**src/rtl/mig_seq_eval.sv**
```systemverilog
// Sequencer that evaluates a stored majority-inverter graph one node per clock,
// either for a single input vector or swept over all 16 vectors into a truth table.
module mig_seq_eval #(
    parameter int NODES = 8
) (
    input  logic        clk,
    input  logic        rst_n,
    input  logic        cfg_we,
    input  logic [3:0]  cfg_addr,
    input  logic [14:0] cfg_data,
    input  logic        start,
    input  logic        sweep,
    input  logic [3:0]  x,
    output logic        busy,
    output logic        done,
    output logic        y,
    output logic [15:0] tt
);

    // start is a one-cycle request taken only in IDLE (no ready, no queuing);
    // done is a one-cycle pulse on which y or tt has just become valid.
    typedef enum logic [1:0] {
        S_IDLE,
        S_EVAL,
        S_DONE
    } state_t;

    localparam logic [3:0] NODES4 = 4'(NODES);

    state_t      state, state_nx;
    logic [14:0] node_cfg [NODES];
    logic [3:0]  num_nodes;
    logic        out_inv;
    logic [3:0]  out_sel;

    logic        pend_we;
    logic [3:0]  pend_addr;
    logic [14:0] pend_data;

    logic        mode_sweep;
    logic [3:0]  vec;
    logic [3:0]  k;
    logic [NODES-1:0] node_val;

    logic [3:0]  p_last;
    logic [14:0] cur_w;
    logic        op_a, op_b, op_c, maj_val, out_val, last_k;
    logic [NODES-1:0] node_fwd;

    logic        wr_en;
    logic [3:0]  wr_addr;
    logic [14:0] wr_data;

    function automatic logic operand(input logic inv, input logic [3:0] sel,
                                     input logic [3:0] v, input logic [NODES-1:0] nv);
        logic o;
        o = 1'b0;
        for (int j = 0; j < 4; j++) begin
            if (sel == 4'(j + 1)) o = v[j];
        end
        for (int j = 0; j < NODES; j++) begin
            if (sel == 4'(j + 5)) o = nv[j];
        end
        return o ^ inv;
    endfunction

    always_comb begin
        if (num_nodes > NODES4)       p_last = NODES4 - 4'd1;
        else if (num_nodes == 4'd0)   p_last = 4'd0;
        else                          p_last = num_nodes - 4'd1;
    end

    always_comb begin
        cur_w = '0;
        for (int j = 0; j < NODES; j++) begin
            if (k == 4'(j)) cur_w = node_cfg[j];
        end
        op_a    = operand(cur_w[14], cur_w[13:10], vec, node_val);
        op_b    = operand(cur_w[9],  cur_w[8:5],   vec, node_val);
        op_c    = operand(cur_w[4],  cur_w[3:0],   vec, node_val);
        maj_val = (op_a & op_b) | (op_a & op_c) | (op_b & op_c);
        // The output tap must see the node being written in this same cycle.
        node_fwd = node_val;
        for (int j = 0; j < NODES; j++) begin
            if (k == 4'(j)) node_fwd[j] = maj_val;
        end
        out_val = operand(out_inv, out_sel, vec, node_fwd);
        last_k  = (k == p_last);
    end

    always_comb begin
        state_nx = state;
        case (state)
            S_IDLE:  if (start) state_nx = S_EVAL;
            S_EVAL:  if (last_k && (!mode_sweep || vec == 4'd15)) state_nx = S_DONE;
            S_DONE:  state_nx = S_IDLE;
            default: state_nx = S_IDLE;
        endcase
    end

    always_ff @(posedge clk or negedge rst_n) begin
        if (!rst_n) state <= S_IDLE;
        else        state <= state_nx;
    end

    always_ff @(posedge clk or negedge rst_n) begin
        if (!rst_n) begin
            mode_sweep <= 1'b0;
            vec        <= '0;
            k          <= '0;
            node_val   <= '0;
            y          <= 1'b0;
            tt         <= '0;
        end else begin
            case (state)
                S_IDLE: begin
                    if (start) begin
                        mode_sweep <= sweep;
                        vec        <= sweep ? 4'd0 : x;
                        k          <= '0;
                        node_val   <= '0;
                    end
                end
                S_EVAL: begin
                    node_val <= node_fwd;
                    if (last_k) begin
                        if (mode_sweep) begin
                            tt[vec] <= out_val;
                            if (vec != 4'd15) begin
                                vec      <= vec + 4'd1;
                                k        <= '0;
                                node_val <= '0;
                            end
                        end else begin
                            y <= out_val;
                        end
                    end else begin
                        k <= k + 4'd1;
                    end
                end
                default: ;
            endcase
        end
    end

    // A write landing with start is held back so the run sees the old config.
    always_comb begin
        wr_en   = 1'b0;
        wr_addr = '0;
        wr_data = '0;
        if (state == S_DONE && pend_we) begin
            wr_en   = 1'b1;
            wr_addr = pend_addr;
            wr_data = pend_data;
        end else if (state == S_IDLE && cfg_we && !start) begin
            wr_en   = 1'b1;
            wr_addr = cfg_addr;
            wr_data = cfg_data;
        end
    end

    always_ff @(posedge clk or negedge rst_n) begin
        if (!rst_n) begin
            for (int j = 0; j < NODES; j++) node_cfg[j] <= '0;
            num_nodes <= '0;
            out_inv   <= 1'b0;
            out_sel   <= '0;
            pend_we   <= 1'b0;
            pend_addr <= '0;
            pend_data <= '0;
        end else begin
            if (wr_en) begin
                for (int j = 0; j < NODES; j++) begin
                    if (wr_addr == 4'(j)) node_cfg[j] <= wr_data;
                end
                if (wr_addr == 4'd15) begin
                    num_nodes <= wr_data[14:11];
                    out_inv   <= wr_data[10];
                    out_sel   <= wr_data[9:6];
                end
            end
            if (state == S_IDLE && cfg_we && start) begin
                pend_we   <= 1'b1;
                pend_addr <= cfg_addr;
                pend_data <= cfg_data;
            end else if (state == S_DONE) begin
                pend_we <= 1'b0;
            end
        end
    end

    assign busy = (state != S_IDLE);
    assign done = (state == S_DONE);

endmodule

```
**config.mk**
```make
export PLATFORM = sky130hd
export DESIGN_NAME = mig_seq_eval
export DESIGN_NICKNAME = d
export VERILOG_FILES = /design/src/rtl/mig_seq_eval.sv
export SDC_FILE = /design/constraint.sdc
export NUM_CORES = 1
export LEC_CHECK = 0
export CAP_MARGIN = 10
export CORE_MARGIN = 2
export CORE_UTILIZATION = 28
export CTS_BUF_LIST = sky130_fd_sc_hd__clkbuf_8
export DETAILED_ROUTE_END_ITERATION = 12
export HOLD_SLACK_MARGIN = 0.1
export PLACE_DENSITY = 0.54
export SKIP_LAST_GASP = 1
export SLEW_MARGIN = 20
export SYNTH_ARGS = -nofsm -noshare
export SYNTH_HDL_FRONTEND = slang
export SYNTH_SLANG_ARGS = --single-unit
```
**constraint.sdc**
```tcl
create_clock -name clk -period 7.84 [get_ports clk]
set_input_delay 1.568 -clock clk [delete_from_list [all_inputs] [get_ports clk]]
set_output_delay 1.568 -clock clk [all_outputs]
set_load 0.02 [all_outputs]
```
==> results of run 1 <==
[path summary, 6_finish.rpt]
| path | depth (start not counted) | endpoint | slack (ns) |
|---|---|---|---|
| setup / recovery | 15 | tt[0] | 2.41 |
| hold / removal | 2 | node_cfg[87] | 0.49 |
| setup reg to reg | 15 | tt[0] | 2.41 |
| hold reg to reg | 2 | node_cfg[87] | 0.49 |
| max in group asynchronous | 2 | pend_data[5] | 5.56 |
| min in group asynchronous | 1 | tt[8] | 1.01 |
[where the power goes]
part	switching [mW]	internal [mW]
registers	0.154	1.15
logic	0.743	0.495
clock network	0.409	0.271
[per-stage QoR]
stage               utilization [%]  hold slack, ns
floorplan                         -           0.445
global placement               30.8           0.463
global route                   32.0           0.515
finish                         32.0           0.491
detailed placement             30.8           0.471
CTS                            32.0           0.496
[sequential cells by signal, summed over array words and instances, names as in the netlist]
| signal | cells |
|---|---|
| y | 1 |
| out_sel | 4 |
| state | 2 |
| k | 4 |
| num_nodes | 4 |
| tt | 16 |
| out_inv | 1 |
| pend_data | 15 |
| node_cfg | 120 |
| mode_sweep | 1 |
| pend_we | 1 |
| node_val | 8 |
| pend_addr | 4 |
| vec | 4 |
[cell families (layout without fill, tap and decap cells)]
group                    after synthesis  after routing  synth area share, %
multiplexers                          33             33                 4.09
AO/OA/AOI/OAI                        365            365                 24.5
XOR/XNOR                               7              7                0.653
AND/OR/NAND/NOR                      339            339                 16.0
adder cells (fa/ha/maj)                9              9                 1.19
buffers and inverters                 90            119                 4.25
flip-flops                           185            185                 49.3
[routing by layer]
metal  global-route usage [%]  vias up  routed length [um]
li1                         -     3712                   -
met1                     22.9     3739               13300
met2                     25.0      182               12500
met3                     2.55       18                1180
met4                     4.15        0                 292
met5                        0        -                   0
[synthesized netlist by cell type, types with 4 or more instances]
cell type	n	area, um^2
nor2b_1	11	68.8
buf_4	6	45.0
dfrtp_1	185	4630
nand2b_1	10	62.6
o22ai_1	13	81.3
o221ai_1	7	61.3
ha_1	8	100
nor3b_1	5	37.5
o21ai_0	142	711
clkbuf_1	40	150
buf_2	12	60.1
a21o_1	4	30.0
nand3_1	9	45.0
nor3_1	10	50.1
and3_1	7	43.8
or3_1	4	25.0
o31ai_1	7	52.6
xnor2_1	4	35.0
a21boi_1	10	75.1
and2_1	4	25.0
o211ai_1	9	67.6
a31oi_1	16	100
nand4_1	4	25.0
inv_1	25	93.8
a221o_1	5	50.1
a22oi_1	12	90.1
a211oi_1	7	52.6
nand3b_1	8	60.1
mux2i_1	8	80.1
a22o_1	4	35.0
mux2_2	22	248
a221oi_1	11	96.3
a21oi_1	68	340
a21oi_2	10	87.6
nor2_1	76	285
nand2_1	174	653
[cell type report]
cell class                 count  area (um^2)  share of cell area [%]
sequential                   185         4630                    43.5
timing repair buffer          61          577                    5.41
tap                          448          561                    5.26
inverter                      26         98.8                   0.928
multi-input combinational    753         4370                    41.1
clock buffer                  17          234                    2.20
clock inverter                15          180                    1.69
[layout by cell type, fill, tap and decap left out, types with 5 or more instances in the layout]
| master | synthesis | routed |
|---|---|---|
| a211oi_1 | 7 | 7 |
| a21boi_1 | 10 | 10 |
| a21oi_1 | 68 | 68 |
| a21oi_2 | 10 | 10 |
| a221o_1 | 5 | 5 |
| a221oi_1 | 11 | 11 |
| a22oi_1 | 12 | 12 |
| a31oi_1 | 16 | 16 |
| and3_1 | 7 | 7 |
| buf_4 | 6 | 15 |
| clkbuf_8 | 0 | 18 |
| clkdlybuf4s50_1 | 0 | 45 |
| dfrtp_1 | 185 | 185 |
| ha_1 | 8 | 8 |
| inv_1 | 25 | 26 |
| mux2_2 | 22 | 22 |
| mux2i_1 | 8 | 8 |
| nand2_1 | 174 | 174 |
| nand2b_1 | 10 | 10 |
| nand3_1 | 9 | 9 |
| nand3b_1 | 8 | 8 |
| nor2_1 | 76 | 75 |
| nor2b_1 | 11 | 11 |
| nor3_1 | 10 | 10 |
| o211ai_1 | 9 | 9 |
| o21ai_0 | 142 | 142 |
| o221ai_1 | 7 | 7 |
| o22ai_1 | 13 | 13 |
| o31ai_1 | 7 | 7 |
[critical path, delay by kind of cell (launching register included)]
kind / cells / cell delay (ns)
xor gates and xnor gates: 1 / 0.15
and+or+nand+nor: 2 / 0.54
muxes: 1 / 0.58
buffers and inverters: 1 / 0.15
DFF: 1 / 0.48
AOI/OAI and AO/OA: 8 / 2.26
adders and majority gates: 2 / 1.11
==> metrics.txt, run 1 <==
status=finished, final reports clean; Mapped Cells=approximately 1.0k; PortBufs=46; CTS Root Cell=clkbuf_8; worst-case clock buffer depth=2; first-pass GRT wire length=43.7 mm; post-DP HPWL=18.6 mm; Final Skew=~0.026 ns; drc violations=0; routed len/inst=18.2 um; Cell Rows=between 60 and 70; pin count of the biggest net entering global routing=72; Hold Buf Count CTS=0; post-CTS setup buffers=0; final slew viol count=0; CP max stage delay=0.75 ns; CP max FO=19; CP required=8.18 ns; Pwr Density=303 nW/um^2; CP max stage cell=ha_1; startpoint types=flop; Slew @ Worst Pin=roughly 1.0 ns; Peak VDD IR=around 110 uV; initial core utilization=around 28%; worst setup margin=around 2.4 ns; antenna violations before repair=0; FF-to-FF Start=k[1]; Die Y=187 um; Tot GR Track Use=16.0%; fin crit share=69.2%; I/O Pins=47; Max-Cap Viols=0; share of layout cells above drive strength 1=9.37%; fmax=184 MHz; final WL=approximately 27 mm; CTS clk-pin slew, worst paths=between 0.1 and 0.15 ns; Clock Sinks=approximately 190; DR iter-0 viols=716; Hold Vio Cnt, Final=0; placed cell area=10200 um^2; sequential area share after synthesis=49.3%; RSZ-0062 raised after global routing=no; number of synthesized flops with an enable pin=0; Core ar.=about 33000 um^2; CTS resizes=0; Mapped Area=around 9400 um^2; vias in the first global route=7299; antenna cells=0; final instance area=10700 um^2; Hold Startpoint=node_cfg[87]; TritonRoute pass-1 iters=5; synthesis warning total=0; Hold Crit Class=flop to flop; Mean Syn Cell Area=9.14 um^2; DR vias/cell=5.08; FF+latch count, synth=185; critical path startpoint=k[1]; worst slack, placed=2.50 ns; CP arrival=around 5.8 ns; ys flop type=dfrtp_1; full die area=~35000 um^2; GPL Wtd Cong=0.839; Pleak=4.38 nW; share of flip-flops with an asynchronous set or reset=100%; post-synth cell types=79; Syn Nets=1064; crit path cell chain=inv_1 > ha_1 > and2b_4 > a221oi_1 > o41a_1 > o32ai_2 > nor3_1 > a22o_1 > a211o_1 > xor2_1 > maj3_2 > a2111oi_2 > o21ai_2 > mux2i_4 > o31ai_1; die span in x=between 150 and 200 um; Pwr Total=3.22 mW; via count=7651; total CTS buffers=17; Routed Antenna Nets=0; minimum clock period=5.43 ns; Final #Nets=approximately 1.1k; Congestion Overflow GR=0; critical path class=flop to flop; CP Capture Type=flop; P&R area growth vs syn=13.4%; fillers=3514; Layout Cells excl Fill=1505; Sum Neg Setup Slack=0 ns; Slew HR=30.3%; Worst-Skew Late Latency=~0.50 ns; H-tree levels=4; Inst Count DP=1473; TritonCTS clock tree=done; setup violators final=0
Note: power is estimated with default switching activity, not from simulation.
==> run 2: changes to the inputs <==
==> constraint.sdc (replaced) <==
create_clock -name clk -period 5 [get_ports clk]
set_input_delay 1 -clock clk [delete_from_list [all_inputs] [get_ports clk]]
set_output_delay 1 -clock clk [all_outputs]
set_load 0.02 [all_outputs]
==> metrics.txt, run 2 (synthesis gave the netlist of run 1 again) <==
GPL Wtd Cong=0.896 (+6.8%); CP required=5.39 ns (-2.79 ns); commonest non-fill, non-tap cells in the layout=185 x dfrtp_1, 174 x nand2_1, 142 x o21ai_0, 75 x nor2_1, 68 x a21oi_1; routed len/inst=18.3 um (+0.94%); Max-Cap Viols=0 (unchanged); Slew @ Worst Pin=1.03 ns (-0.0146 ns); initial core utilization=28.2% (unchanged); fin crit share=93.9% (+25 points); first-pass GRT wire length=44.1 mm (+1.1%); H-tree levels=4 (unchanged); flip-flop count of the largest register after layout=120 (unchanged); RSZ-0062 raised after global routing=no; pin count of the biggest net entering global routing=107 (+49%); CTS Root Cell=clkbuf_8; Core ar.=33300 um^2 (unchanged); worst-case clock buffer depth=2 (unchanged); setup violators final=0 (unchanged); status=finished, final reports clean; Final Skew=0.0205 ns (-0.00580 ns); Tot GR Track Use=16.2% (+0.25 points); CP max FO=18 (-1); Cell Rows=67 (unchanged); DR iter-0 viols=534 (-25%); Routed Antenna Nets=0 (unchanged); Hold Buf Count CTS=0 (unchanged); most common cell after layout, fill and taps aside=dfrtp_1; top flop regs=node_cfg x120, tt x16, pend_data x15; Hold Crit Class=flop to flop; antenna violations before repair=0 (unchanged); P&R area growth vs syn=15.0%; DR vias/cell=5.10 (+0.29%); Clock Sinks=185 (unchanged); minimum clock period=4.69 ns (-0.734 ns); CP Capture Type=flop; Pleak=4.46 nW (+2.0%); post-DP HPWL=19.9 mm (+7.0%); full die area=35000 um^2 (unchanged); I/O Pins=47 (unchanged); PortBufs=46 (unchanged); Final #Nets=1106 (+2.4%); Worst Hold Depth=2 (unchanged); final slew viol count=0 (unchanged); antenna cells=0 (unchanged); Layout Cells excl Fill=1530 (+1.7%); Sum Neg Setup Slack=0 ns (unchanged); vias in the first global route=7518 (+3.0%); reg2reg path depth=17 (+2); final WL=28.0 mm (+2.6%); Reg with most FFs=node_cfg; Die Y=187 um (unchanged); Pwr Density=466 nW/um^2 (+54%); die span in x=187 um (unchanged); Worst-Skew Late Latency=0.48 ns (-0.02 ns); total CTS buffers=17 (unchanged); drc violations=0 (unchanged); critical path class=flop to flop; startpoint types=flop; Inst Count DP=1496 (+1.6%); via count=7801 (+2.0%); TritonRoute pass-1 iters=5 (unchanged); Pwr Total=5.03 mW (+56%); Slew HR=31.3% (+0.97 points); TritonCTS clock tree=done; fmax=213 MHz (+16%); Hold Vio Cnt, Final=0 (unchanged); CP arrival=5.08 ns (-0.69 ns); Peak VDD IR=214 uV (+95%); CTS resizes=0 (unchanged); WHS=0.492 ns (+0.00111 ns); Congestion Overflow GR=0 (unchanged); Util after Layout=32.5% (+0.46 points); share of layout cells above drive strength 1=11.6% (+2.2 points); CTS clk-pin slew, worst paths=0.11 ns (about the same)
run 2: path summary, 6_finish.rpt:
| check | startpoint | end | slack [ns] |
|---|---|---|---|
| max reg2reg | k[0] | tt[0] | 0.31 |
| min reg2reg | node_cfg[38] | node_cfg[38] | 0.49 |
| min in group asynchronous | rst_n | tt[8] | 0.60 |
| max in group asynchronous | rst_n | node_cfg[41] | 3.25 |
| max | k[0] | tt[0] | 0.31 |
| min | node_cfg[38] | node_cfg[38] | 0.49 |
run 2: area by class of cell:
cell class | count | area, um^2
Clock inverter | 14 | 138
Timing Repair Buffer | 87 | 772
Inverter | 26 | 98.8
Clock buffer | 17 | 234
Multi-Input combinational cell | 753 | 4370
Tap cell | 448 | 561
Sequential cell | 185 | 4630
Fill cell | 3476 | 22500
run 2: power by group:
group | leakage [nW] | internal (mW) | total, mW | switching [mW]
clock network | 0.175 | 0.362 | 0.976 | 0.615
logic | 1.82 | 0.819 | 1.99 | 1.17
registers | 2.46 | 1.81 | 2.07 | 0.264
run 2: through the flow:
stage	area, um^2	setup WS (ns)
6_report	10800	0.307
5_1_grt	10800	0.0414
4_1_cts	10800	0.172
3_5_place_dp	10400	0.217
3_3_place_gp	10400	0.312
2_1_floorplan	9400	0.920
run 2: per-layer routing:
metal	GRT usage [%]	part of all wire, %
met3	2.68	4.6
met4	4.95	2.1
met1	22.4	47
met5	0	0
met2	26.1	47
run 2: worst max-delay path, stage by stage, from the launching register on:
cell and delay (ns):
dfrtp_1 0.45, inv_1 0.15, ha_1 0.39, buf_4 0.33, nand2b_1 0.08, a21o_1 0.18, a32o_1 0.29, nor2_2 0.25
mux2_1 0.36, a22o_1 0.21, a211o_1 0.27, xor2_1 0.15, maj3_2 0.37, a221oi_1 0.38, o21ai_2 0.12, mux2i_4 0.22
buf_4 0.16, o31ai_1 0.24
run 2: repair_timing:
item,in CTS,in global routing
hold endpoints to repair,0,0
setup endpoints to repair,0,7
buffers inserted,0,3
